`config.mk`:
```
export PLATFORM = sky130hd
export DESIGN_NAME = inst_fetch_queue
export DESIGN_NICKNAME = d
export VERILOG_FILES = /design/src/rtl/inst_fetch_queue.sv
export SDC_FILE = /design/constraint.sdc
export NUM_CORES = 1
export LEC_CHECK = 0
export CAP_MARGIN = 20
export CELL_PAD_IN_SITES_DETAIL_PLACEMENT = 0
export CELL_PAD_IN_SITES_GLOBAL_PLACEMENT = 1
export CORE_MARGIN = 5
export CORE_UTILIZATION = 47
export DETAILED_ROUTE_END_ITERATION = 6
export GPL_TIMING_DRIVEN = 0
export MAX_ROUTING_LAYER = met4
export PLACE_DENSITY = 0.77
export SLEW_MARGIN = 20
export SYNTH_ARGS = -nofsm -noshare
export SYNTH_HDL_FRONTEND = slang
export SYNTH_SLANG_ARGS = --single-unit
```
`constraint.sdc`:
```
create_clock -name clk -period 3 [get_ports clk]
set_input_delay 0.6 -clock clk [delete_from_list [all_inputs] [get_ports clk]]
set_output_delay 0.6 -clock clk [all_outputs]
set_load 0.1 [all_outputs]
```
`src/rtl/inst_fetch_queue.sv`:
```
// inst_fetch_queue: credit-limited fetch PC/request issue, in-order response FIFO to decode, jump flush with stale-response drop, sticky error on unsolicited rvalid
module inst_fetch_queue #(
  parameter int                    DATA_WIDTH = 32,
  parameter int                    ADDR_WIDTH = 32,
  parameter int                    DEPTH      = 4,
  parameter logic [ADDR_WIDTH-1:0] RESET_PC   = 32'h8000_0000,
  parameter int                    PC_STEP    = 4
) (
  input  logic                    clk,
  input  logic                    reset_n,
  input  logic                    enable_i,
  input  logic                    jump_flag_i,
  input  logic [ADDR_WIDTH-1:0]   jump_addr_i,
  output logic                    mem_req_o,
  output logic [ADDR_WIDTH-1:0]   mem_addr_o,
  input  logic                    mem_gnt_i,
  input  logic                    mem_rvalid_i,
  input  logic [DATA_WIDTH-1:0]   mem_rdata_i,
  output logic                    out_valid_o,
  input  logic                    out_ready_i,
  output logic [DATA_WIDTH-1:0]   out_inst_o,
  output logic [ADDR_WIDTH-1:0]   out_addr_o,
  output logic [$clog2(DEPTH):0]  count_o,
  output logic                    err_o
);
  localparam int PW = $clog2(DEPTH);
  localparam int CW = PW + 1;
  localparam logic [ADDR_WIDTH-1:0] STEP = ADDR_WIDTH'(PC_STEP);
  logic [ADDR_WIDTH-1:0] pc_q, pc_d, resp_pc_q, resp_pc_d;
  logic [PW-1:0] rd_q, rd_d, wr_q, wr_d;
  logic [CW-1:0] count_q, count_d, outst_q, outst_d, drop_q, drop_d;
  logic err_q, err_d;
  logic [DATA_WIDTH-1:0] inst_q [DEPTH];
  logic [ADDR_WIDTH-1:0] addr_q [DEPTH];
  logic issue, resp, push, pop;
  assign mem_req_o   = enable_i & ~jump_flag_i & (({1'b0, count_q} + {1'b0, outst_q}) < (CW+1)'(DEPTH));
  assign mem_addr_o  = pc_q;
  assign out_valid_o = count_q != '0;
  assign out_inst_o  = inst_q[rd_q];
  assign out_addr_o  = addr_q[rd_q];
  assign count_o     = count_q;
  assign err_o       = err_q;
  assign issue = mem_req_o & mem_gnt_i;
  assign resp  = mem_rvalid_i & (outst_q != '0);
  assign push  = resp & (drop_q == '0) & ~jump_flag_i;
  assign pop   = out_valid_o & out_ready_i;
  always_comb begin
    pc_d      = jump_flag_i ? jump_addr_i : pc_q + (issue ? STEP : '0);
    resp_pc_d = jump_flag_i ? jump_addr_i : resp_pc_q + (push ? STEP : '0);
    rd_d      = jump_flag_i ? '0 : rd_q + PW'(pop);
    wr_d      = jump_flag_i ? '0 : wr_q + PW'(push);
    count_d   = jump_flag_i ? '0 : count_q + CW'(push) - CW'(pop);
    outst_d   = outst_q + CW'(issue) - CW'(resp);
    drop_d    = jump_flag_i ? outst_q - CW'(resp) : drop_q - CW'(resp & (drop_q != '0));
    err_d     = err_q | (mem_rvalid_i & (outst_q == '0));
  end
  always_ff @(posedge clk or negedge reset_n) begin
    if (!reset_n) begin
      pc_q      <= RESET_PC;
      resp_pc_q <= RESET_PC;
      rd_q      <= '0;
      wr_q      <= '0;
      count_q   <= '0;
      outst_q   <= '0;
      drop_q    <= '0;
      err_q     <= 1'b0;
      for (int i = 0; i < DEPTH; i++) begin
        inst_q[i] <= '0;
        addr_q[i] <= '0;
      end
    end else begin
      pc_q      <= pc_d;
      resp_pc_q <= resp_pc_d;
      rd_q      <= rd_d;
      wr_q      <= wr_d;
      count_q   <= count_d;
      outst_q   <= outst_d;
      drop_q    <= drop_d;
      err_q     <= err_d;
      if (push) begin
        inst_q[wr_q] <= mem_rdata_i;
        addr_q[wr_q] <= resp_pc_q;
      end
    end
  end
endmodule

```
==> flow_summary.toml <==
[outcome]
status = "finished clean"

[routing]
highest-signal-layer = "met4"
met2_wirelength_um = 16870
post_drt_wl_per_cell_um = 20.40
drt-total-wl_um = 35950
wirelength_met1_um = 16870
route.vias.total = 9840
post-route-drc-count = 0
routed_via_density = 5.585
drt.antenna.violating_nets = 0
initialDrtViolationCount = 568
detailroute.wirelength.met3_um = 1595
detail_route.first_pass.iterations = 5

[synth]
syn_nets = 1167
synth_area_per_cell_um2 = 14.22
syn-instance-count = 1078
postSynth.topFlopCell = "sky130_fd_sc_hd__dfrtp_1"
netlist_area_um2 = 15320
synth_area_leader_cell = "sky130_fd_sc_hd__dfrtp_1"
ys_top_cells_by_area = "sky130_fd_sc_hd__dfrtp_1 (54%), sky130_fd_sc_hd__mux2_2 (19%), sky130_fd_sc_hd__mux4_2 (9.4%)"
postSynthRegisterBits = 332
synthDistinctLibCells = 49
ys_seq_area_share_pct = 54.23
synth-async-reset-ratio_pct = 100.0
synth_largest_type_area_fraction_pct = 53.89
synth_edf_count = 0
ys.warnings.count = 0

[grt]
grt_pass1_wl_um = 58530
grtUsageTotal_pct = 20.84
grt_overflow = 0
pin_count_of_the_biggest_net_entering_global_routing = 100
initial_antenna_violation_count = 0
number_of_global_route_vias_before_repair = 10410

[setup_path]
startpoint = "rd_q[0]"
critical_path_arrival_ns = 2.29
worst-r2r-cell-count = 11
worst_ep_required_time_ns = 2.40
cp-endpoint = "out_addr_o[11]"
timing.reg2reg.setup_slack_ns = 0.16
timing_worst_setup_path_type = "flip-flop to output port"
cp_max_fo = 10
crit_path_end_kind = "output port"
worstReg2RegStart = "outst_q[2]"
start_kind = "flip-flop"
regToRegEndpoint = "mem_addr_o[26]"

[floorplan]
dieWidth_um = 190.6
die_area_um2 = 36320
initial_utilization_pct = 47.34
pin_count = 173
core_um2 = 32370
standard_cell_rows = 66
chipHeight_um = 190.6

[job]
maxCapViolCount = 0

[place]
hpwl_um = 24910
portBuffers = 172
gpl.final_weighted_congestion = 0.7953
post-place-cells = 1695

[pwr]
max-vdd-ir-drop_uv = 692.3
power.density_nw_per_um2 = 1001
p_leak_nw = 8.525

[min_path]
hp-class = "primary input to asynchronous set/reset pin"

[clock_network]
cts_num_sinks = 332
cts.htree.levels = 2
cts_tree = "built"
cts-buffers-inserted = 38
path_clk_slew_ns = 0.05
clock-root-buffer = "sky130_fd_sc_hd__clkbuf_16"
clkLatencyLatePin_ns = 0.52
cts-root-to-sink-buffers = 3
ctsHoldBuffers = 0

[sta]
worstMarginPinSlew_ns = 1.005
rsz_0062_raised_after_global_routing = "no"
clock-skew-final_ns = 0.01693
layout_worst_path_cycle_share_pct = 96.25
finalCriticalPeriod_ns = 2.887
setup_violations = 0
finalHoldViolCount = 0
clock.fmax_mhz = 346.3
slew_violations = 0
setup-tns-final_ns = 0
timing.max_slew.rel_slack_pct = 32.78

[final_layout]
layout_cells_sized_above_1_pct = 40.45
multi_input_comb_area_um2 = 6656
areaGrowthSynthToFinish_pct = 22.33
seq_area_um2 = 8318
antenna_cells = 0
fin_nets = 1384
fillCellCount = 2727
stdcell_count = 1762
per-stage QoR:
| step | hold WS, ns | worst slack, ns | total power, mW | util [%] | cell area, µm² |
|---|---|---|---|---|---|
| 2_1_floorplan | 0.3044 | -0.3679 | 12.81 | - | 15410 |
| 3_3_place_gp | 0.4427 | -15.59 | 14.85 | 54.64 | 17690 |
| 3_5_place_dp | 0.4493 | -0.7989 | 14.94 | 54.91 | 17780 |
| 4_1_cts | 0.05935 | 0.01171 | 18.98 | 57.88 | 18740 |
| 5_1_grt | 0.08336 | 0.006222 | 19.55 | 57.91 | 18750 |
| 6_report | 0.04685 | 0.1125 | 18.76 | 57.91 | 18750 |
worst max-delay path, stage by stage (launching register included):
cell and delay [ns]:
sky130_fd_sc_hd__dfrtp_1 0.35, sky130_fd_sc_hd__buf_4 0.23, sky130_fd_sc_hd__buf_4 0.29, sky130_fd_sc_hd__mux4_2 0.59
sky130_fd_sc_hd__buf_2 0.32
Yosys cell counts, types with 7 or more instances:
cell type / instances
sky130_fd_sc_hd__mux2_2: 265
sky130_fd_sc_hd__a31oi_1: 23
sky130_fd_sc_hd__nor3_1: 9
sky130_fd_sc_hd__clkbuf_1: 23
sky130_fd_sc_hd__xor2_1: 9
sky130_fd_sc_hd__buf_4: 9
sky130_fd_sc_hd__nand3_1: 21
sky130_fd_sc_hd__buf_2: 26
sky130_fd_sc_hd__nor4_1: 13
sky130_fd_sc_hd__nand2_1: 20
sky130_fd_sc_hd__and4_1: 10
sky130_fd_sc_hd__nand4_1: 15
sky130_fd_sc_hd__a21oi_1: 12
sky130_fd_sc_hd__buf_1: 15
sky130_fd_sc_hd__or3_1: 13
sky130_fd_sc_hd__mux2_1: 7
sky130_fd_sc_hd__inv_1: 23
sky130_fd_sc_hd__nor2_1: 36
sky130_fd_sc_hd__o21ai_0: 15
sky130_fd_sc_hd__dfrtp_1: 330
sky130_fd_sc_hd__xnor2_1: 19
sky130_fd_sc_hd__ha_1: 16
sky130_fd_sc_hd__o31ai_1: 12
sky130_fd_sc_hd__or4_1: 14
sky130_fd_sc_hd__mux4_2: 64
cell families after synthesis:
family	after synthesis	synth area share [%]
compound gates	86	3.707
xor+xnor	28	1.600
fa+ha+maj	18	1.568
buf+inv	99	2.882
flops	332	54.23
mux	339	29.59
simple gates	176	6.425
area by class of cell:
type	instances	area share [%]
clock inverter	10	0.5873
timing repair buffer	177	8.049
sequential	332	44.37
inverter	23	0.4605
tap	442	2.950
clock buffer	55	5.847
multi-input combinational	647	35.51
buffer	76	2.229
report_power, final:
part / leakage (nW) / internal [mW] / switching (mW)
Clock: 0.592 / 2.70 / 1.78
Combinational: 3.60 / 2.23 / 6.36
Sequential: 4.34 / 5.22 / 0.471
sequential cells by signal, indices dropped and copies added (netlist names), 2 cells and up:
register and cells:
outst_q 3, addr_q 128, inst_q 128, mem_addr_o 31
rd_q 2, drop_q 3, count_o 3, wr_q 2
resp_pc_q 31
per-layer routing:
metal / vias up / track usage (%)
met5: - / -
met4: 0 / 4.475
met3: 47 / 3.204
met2: 241 / 32.20
met1: 5068 / 29.74
li1: 4484 / -
worst min-delay path by stage:
stage                       to  slack (ns)  cells after the start
floorplan            addr_q[0]        0.30                      0
global placement         err_o        0.44                      1
detailed placement       err_o        0.45                      1
CTS                 inst_q[71]        0.06                      1
global route        inst_q[72]        0.08                      1
finish              inst_q[72]        0.05                      1
cells in the final DEF, fill, tap and decap left out, drive strengths merged, types with 15 or more instances in the layout:
cell type / instances
a31oi: 23
buf: 118
clkbuf: 82
clkdlybuf4s50: 104
dfrtp: 330
ha: 16
inv: 24
mux2: 272
mux4: 64
nand2: 20
nand3: 22
nand4: 15
nor2: 36
o21ai: 15
xnor2: 19
timing repair:
item | 4_1_cts | 5_1_grt
setup buffers | 2 | 0
pin swaps | 1 | 0
gates resized for setup | 349 | 10
setup endpoints to repair | 90 | 27
Power figures use the tool's default switching activity.
